**src/rtl/mem_port_arbiter_if.sv**
```systemverilog
// mem_port_arbiter_if: requester, response and memory-side signals
// for the shared instruction/data memory arbiter.
interface mem_port_arbiter_if #(
  parameter int ADDR_W = 9,
  parameter int DATA_W = 16
);
  logic              if_req;
  logic [ADDR_W-1:0] if_addr;
  logic              if_gnt;
  logic              if_rvalid;
  logic [DATA_W-1:0] if_rdata;

  logic              ls_req;
  logic              ls_we;
  logic [ADDR_W-1:0] ls_addr;
  logic [DATA_W-1:0] ls_wdata;
  logic              ls_gnt;
  logic              ls_rvalid;
  logic [DATA_W-1:0] ls_rdata;

  logic              mem_en;
  logic              mem_we;
  logic [ADDR_W-1:0] mem_addr;
  logic [DATA_W-1:0] mem_wdata;
  logic [DATA_W-1:0] mem_rdata;

  logic              busy;

  modport slave (
    input  if_req, if_addr,
    input  ls_req, ls_we, ls_addr, ls_wdata,
    input  mem_rdata,
    output if_gnt, if_rvalid, if_rdata,
    output ls_gnt, ls_rvalid, ls_rdata,
    output mem_en, mem_we, mem_addr, mem_wdata,
    output busy
  );

  modport master (
    output if_req, if_addr,
    output ls_req, ls_we, ls_addr, ls_wdata,
    output mem_rdata,
    input  if_gnt, if_rvalid, if_rdata,
    input  ls_gnt, ls_rvalid, ls_rdata,
    input  mem_en, mem_we, mem_addr, mem_wdata,
    input  busy
  );
endinterface

```
**src/rtl/mem_port_arbiter.sv**
```systemverilog
// mem_port_arbiter: single-port memory shared by fetch and load/store.
// Load/store wins; define MEM_ARB_STARVE_GUARD_EN to bound fetch wait.
module mem_port_arbiter #(
  parameter int ADDR_W       = 9,
  parameter int DATA_W       = 16,
  parameter int STARVE_LIMIT = 4
) (
  input  logic ck,
  input  logic rst,
  mem_port_arbiter_if.slave bus
);

  typedef enum logic [1:0] {
    IDLE,
    WAIT_IF,
    WAIT_LS
  } state_t;

  state_t            r_state;
  logic              r_if_rvalid;
  logic              r_ls_rvalid;
  logic [DATA_W-1:0] r_if_rdata;
  logic [DATA_W-1:0] r_ls_rdata;

  logic w_idle;
  logic w_guard_hit;
  logic w_ls_win;
  logic w_if_win;

  if (STARVE_LIMIT < 1 || STARVE_LIMIT > 15) begin : g_bad_limit
    $error("STARVE_LIMIT must be 1..15");
  end

`ifdef MEM_ARB_STARVE_GUARD_EN
  localparam logic [3:0] LIMIT = 4'(STARVE_LIMIT);

  logic [3:0] r_starve_cnt;

  assign w_guard_hit = bus.if_req &&
                       (r_starve_cnt == LIMIT);

  // count ls grants taken while fetch is waiting
  always_ff @(posedge ck or posedge rst) begin
    if (rst) begin
      r_starve_cnt <= '0;
    end else if (w_if_win || !bus.if_req) begin
      r_starve_cnt <= '0;
    end else if (w_ls_win && r_starve_cnt != LIMIT) begin
      r_starve_cnt <= r_starve_cnt + 4'd1;
    end
  end
`else
  assign w_guard_hit = 1'b0;
`endif

  assign w_idle   = !rst && (r_state == IDLE);
  assign w_ls_win = w_idle && bus.ls_req &&
                    !w_guard_hit;
  assign w_if_win = w_idle && bus.if_req &&
                    !w_ls_win;

  assign bus.if_gnt    = w_if_win;
  assign bus.ls_gnt    = w_ls_win;
  assign bus.mem_en    = w_if_win || w_ls_win;
  assign bus.mem_we    = w_ls_win && bus.ls_we;
  assign bus.mem_addr  = w_ls_win ? bus.ls_addr :
                         w_if_win ? bus.if_addr :
                         '0;
  assign bus.mem_wdata = w_ls_win ? bus.ls_wdata : '0;

  assign bus.if_rvalid = r_if_rvalid;
  assign bus.if_rdata  = r_if_rdata;
  assign bus.ls_rvalid = r_ls_rvalid;
  assign bus.ls_rdata  = r_ls_rdata;
  assign bus.busy      = (r_state != IDLE);

  // sequencer: one read in flight, response registered on return
  always_ff @(posedge ck or posedge rst) begin
    if (rst) begin
      r_state     <= IDLE;
      r_if_rvalid <= 1'b0;
      r_ls_rvalid <= 1'b0;
      r_if_rdata  <= '0;
      r_ls_rdata  <= '0;
    end else begin
      r_if_rvalid <= 1'b0;
      r_ls_rvalid <= 1'b0;
      unique case (r_state)
        IDLE: begin
          if (w_if_win) begin
            r_state <= WAIT_IF;
          end else if (w_ls_win && !bus.ls_we) begin
            r_state <= WAIT_LS;
          end
        end
        WAIT_IF: begin
          r_if_rdata  <= bus.mem_rdata;
          r_if_rvalid <= 1'b1;
          r_state     <= IDLE;
        end
        WAIT_LS: begin
          r_ls_rdata  <= bus.mem_rdata;
          r_ls_rvalid <= 1'b1;
          r_state     <= IDLE;
        end
        default: begin
          r_state <= IDLE;
        end
      endcase
    end
  end

endmodule

```
**src/flat_wrapper.sv**
```systemverilog
// flat-port wrapper written by rule: the top's interface ports become plain ports
module mem_port_arbiter_flat 
#(
  parameter int ADDR_W       = 9,
  parameter int DATA_W       = 16,
  parameter int STARVE_LIMIT = 4
)
  (ck, rst, bus_if_req, bus_if_addr, bus_ls_req, bus_ls_we, bus_ls_addr, bus_ls_wdata, bus_mem_rdata, bus_if_gnt, bus_if_rvalid, bus_if_rdata, bus_ls_gnt, bus_ls_rvalid, bus_ls_rdata, bus_mem_en, bus_mem_we, bus_mem_addr, bus_mem_wdata, bus_busy);
  mem_port_arbiter_if #(.ADDR_W(ADDR_W), .DATA_W(DATA_W)) bus_i ();
  input  logic ck;
  input  logic rst;
  input wire logic [$bits(bus_i.if_req)-1:0] bus_if_req;
  input wire logic [$bits(bus_i.if_addr)-1:0] bus_if_addr;
  input wire logic [$bits(bus_i.ls_req)-1:0] bus_ls_req;
  input wire logic [$bits(bus_i.ls_we)-1:0] bus_ls_we;
  input wire logic [$bits(bus_i.ls_addr)-1:0] bus_ls_addr;
  input wire logic [$bits(bus_i.ls_wdata)-1:0] bus_ls_wdata;
  input wire logic [$bits(bus_i.mem_rdata)-1:0] bus_mem_rdata;
  output wire logic [$bits(bus_i.if_gnt)-1:0] bus_if_gnt;
  output wire logic [$bits(bus_i.if_rvalid)-1:0] bus_if_rvalid;
  output wire logic [$bits(bus_i.if_rdata)-1:0] bus_if_rdata;
  output wire logic [$bits(bus_i.ls_gnt)-1:0] bus_ls_gnt;
  output wire logic [$bits(bus_i.ls_rvalid)-1:0] bus_ls_rvalid;
  output wire logic [$bits(bus_i.ls_rdata)-1:0] bus_ls_rdata;
  output wire logic [$bits(bus_i.mem_en)-1:0] bus_mem_en;
  output wire logic [$bits(bus_i.mem_we)-1:0] bus_mem_we;
  output wire logic [$bits(bus_i.mem_addr)-1:0] bus_mem_addr;
  output wire logic [$bits(bus_i.mem_wdata)-1:0] bus_mem_wdata;
  output wire logic [$bits(bus_i.busy)-1:0] bus_busy;
  assign bus_i.if_req = bus_if_req;
  assign bus_i.if_addr = bus_if_addr;
  assign bus_i.ls_req = bus_ls_req;
  assign bus_i.ls_we = bus_ls_we;
  assign bus_i.ls_addr = bus_ls_addr;
  assign bus_i.ls_wdata = bus_ls_wdata;
  assign bus_i.mem_rdata = bus_mem_rdata;
  assign bus_if_gnt = bus_i.if_gnt;
  assign bus_if_rvalid = bus_i.if_rvalid;
  assign bus_if_rdata = bus_i.if_rdata;
  assign bus_ls_gnt = bus_i.ls_gnt;
  assign bus_ls_rvalid = bus_i.ls_rvalid;
  assign bus_ls_rdata = bus_i.ls_rdata;
  assign bus_mem_en = bus_i.mem_en;
  assign bus_mem_we = bus_i.mem_we;
  assign bus_mem_addr = bus_i.mem_addr;
  assign bus_mem_wdata = bus_i.mem_wdata;
  assign bus_busy = bus_i.busy;
  mem_port_arbiter #(.ADDR_W(ADDR_W), .DATA_W(DATA_W), .STARVE_LIMIT(STARVE_LIMIT)) u_core (.ck(ck), .rst(rst), .bus(bus_i));
endmodule
```
**config.mk**
```make
export PLATFORM = sky130hd
export DESIGN_NAME = mem_port_arbiter_flat
export DESIGN_NICKNAME = d
export VERILOG_FILES = /design/src/rtl/mem_port_arbiter_if.sv /design/src/rtl/mem_port_arbiter.sv /design/src/flat_wrapper.sv
export SDC_FILE = /design/constraint.sdc
export NUM_CORES = 1
export LEC_CHECK = 0
export BUFFER_PORTS_ARGS = -buffer_cell sky130_fd_sc_hd__buf_2
export CAP_MARGIN = 20
export CORE_AREA = 3 3 66 74
export CTS_CLUSTER_SIZE = 30
export DETAILED_ROUTE_END_ITERATION = 8
export DIE_AREA = 0 0 69 77
export PLACE_DENSITY = 0.76
export SLEW_MARGIN = 20
export SYNTH_ARGS = -nofsm -noshare
export SYNTH_HDL_FRONTEND = slang
export SYNTH_SLANG_ARGS = --single-unit
```
**constraint.sdc**
```tcl
create_clock -name ck -period 1.7 [get_ports ck]
set_input_delay 0.34 -clock ck [delete_from_list [all_inputs] [get_ports ck]]
set_output_delay 0.34 -clock ck [all_outputs]
set_load 0.01 [all_outputs]
```
==> reports/metrics.yaml <==
run_status:
  status: "complete, but fails checks"
  violations: "negative setup slack"
clocking:
  cts_buffers: 5
  worstSkewPairLatency_ns: 0.28
  cts_tree: "built"
  cts_root_buf: "clkbuf_8"
  clock-sinks: 36
  h-tree-depth: 2
  cts_max_path_buffers: 2
  clkSlewWorstSetupHoldPaths_ns: 0.07
layout:
  multiInputGateArea_um2: 728.2
  n_fill_cell: 323
  area_growth_syn_to_layout_pct: 63.85
  final_nets: 298
  layout_common_cells: "buf_2 (100), dfrtp_1 (34), buf_6 (20), and2_4 (17), mux2_1 (16)"
  final_common_cell: "buf_2"
  seq_area_um2: 903.4
  diodes: 0
  drive_above_1_share: 0.7172
floorplanning:
  io_pins: 119
  fp.dieW_um: 69
  start_util: 0.3865
  die_y_um: 77
  core_area_um2: 4254
  row_count: 25
  dieArea_um2: 5313
placement:
  place.port_buffers: 118
  hpwl_mm: 3.096
  post-place-ws_ns: 0.09087
  place.gp.congestion: 0.7542
synthesis:
  syn_area_um2: 1644
  synth_cell_types: 17
  yosys_warnings: 0
  seq_area_frac_synth: 0.5479
  synthesis.nets: 170
  avgSynthCellArea_um2: 14.30
  synth-edff-count: 0
  synthFlopType: "dfrtp_1"
  ys_ff_latch: 36
  synth_top_area_share: 0.5479
  synthCells: 115
  synth_area_leaders: "dfrtp_1 (55%), mux2_1 (11%), mux2_4 (8.2%), and2_1 (7.2%), a32o_1 (5.5%)"
  async_flop_share: 1.000
  yosys.area.top_type: "dfrtp_1"
worst_setup_path:
  cpPeakStageDelay_ns: 0.45
  cp.arrival_ns: 1.56
  startpoint_type: "flop"
  path_cells: "nor4b_4 -> buf_6 -> clkbuf_16 -> a32o_1 -> buf_2"
  endpoint_kind: "primary output"
  required_ns: 1.36
  critical_path.max_fanout: 7
  worstSetupPathType: "flop to primary output"
  slowest_stage: "dfrtp_2"
timing:
  clock.fmax_ghz: 0.5262
  slew_headroom: 0.7269
  setup_tns_ns: -4.902
  setup_viol: 29
  timing.final.ws_setup_ns: -0.2004
  tightest_slew_ns: 0.4096
  min_period_ns: 1.900
  finalHoldViolCount: 0
  min_period_over_period: 1.118
  clock_skew_ns: 0.002876
  rsz0062_at_grt: "true"
  slew_violations: 0
global_routing:
  grt_start_max_net_pins: 35
  grt_use_total: 0.1520
  grt_pass1_vias: 1398
  grt_pass1_wl_mm: 6.499
  overflow: 0
  grt_antenna_before_repair: 0
power_and_ir_drop:
  report.power.total_mw: 2.637
  power_density_nw_per_um2: 978.9
  leakage_nw: 1.426
  ir_worst_vdd_uv: 334.7
drt:
  dr.first_iter.drc_count: 72
  dr.pass1.iters: 4
  drt-total-wl_mm: 4.485
  wire_per_inst_um: 15.05
  ant_nets: 0
  drc_errors: 0
  vias_per_cell: 4.856
  vias: 1447
worst_hold_path:
  hold_class: "input port to flop"
job:
  max-cap-violations: 0
cell families (layout without fill, tap and decap cells):
kind of cell    count (synthesis)  after routing  share of synthesized area
compound gates                  9              9                    0.05480
buf+inv                        12            141                    0.04718
flops                          36             36                     0.5479
mux                            32             32                     0.2397
simple gates                   26             26                     0.1104
report_power, final:
group,total (mW),switching [mW],internal (mW)
logic,0.782,0.343,0.440
clock network,0.719,0.284,0.435
registers,1.14,0.0890,1.05
total,2.64,0.716,1.92
registers in the layout, indices dropped and copies added, names as in the netlist:
register,count
u_core.bus.ls_rvalid,1
u_core.bus.if_rvalid,1
u_core.r_state,2
u_core.bus.ls_rdata,16
u_core.bus.if_rdata,16
worst max-delay path, delay by kind of cell (launching register included):
kind,cells,cell delay [ns]
AOI/OAI and AO/OA,1,0.11
buffers and inverters,3,0.45
DFF,1,0.45
and+or+nand+nor,1,0.27
stage by stage:
step	instance area [um2]	hold WS, ns	util	cells
global placement	2322	0.2551	0.5459	283
finish	2694	0.2826	0.6332	298
detailed placement	2322	0.2561	0.5459	283
global route	2694	0.2749	0.6332	298
floorplan	1644	0.4717	-	115
CTS	2475	0.2732	0.5818	294
routing by layer:
layer,part of all wire,vias up,track usage
li1,-,658,-
met2,0.51,92,0.2662
met5,0,-,0
met3,0.12,9,0.07339
met4,0.011,0,0.04102
met1,0.36,688,0.1621
cell usage after synthesis (2+ instances only):
master / n
inv_1: 3
nor4b_2: 2
buf_2: 2
buf_4: 4
dfrtp_1: 36
mux2_2: 7
a32o_1: 9
mux2_4: 9
buf_6: 2
mux2_1: 16
and2_1: 19
what timing repair did:
| item | in CTS | in global routing |
|---|---|---|
| resized for setup | 7 | 35 |
| gates cloned | 1 | 3 |
| hold buffers | 1 | 0 |
| hold endpoints to repair | 2 | 0 |
| endpoints found under the setup margin | 29 | 29 |
| pin swaps | 1 | 20 |
| buffers inserted | 1 | 1 |
path summary, 6_finish.rpt:
| kind | slack [ns] | cells past startpoint | startpoint | to |
|---|---|---|---|---|
| max | -0.20 | 5 | u_core.r_state[0] | bus_mem_addr[2] |
| min | 0.28 | 2 | bus_mem_rdata[10] | u_core.bus.ls_rdata[10] |
| max reg2reg | 0.30 | 4 | u_core.r_state[0] | u_core.bus.ls_rdata[1] |
| min reg2reg | 0.48 | 1 | u_core.bus.ls_rdata[10] | u_core.bus.ls_rdata[10] |
| max in group asynchronous | 0.54 | 4 | rst | u_core.bus.ls_rdata[15] |
| min in group asynchronous | 0.55 | 3 | rst | u_core.r_state[1] |
cell type report:
cell class / instances / area share
Clock buffer: 6 / 0.02694
Clock inverter: 2 / 0.01301
Inverter: 3 / 0.004180
Multi-Input combinational cell: 67 / 0.2703
Sequential cell: 36 / 0.3353
Tap cell: 54 / 0.02508
Timing Repair Buffer: 130 / 0.3251
No activity file was read; power rests on OpenSTA's default activity.
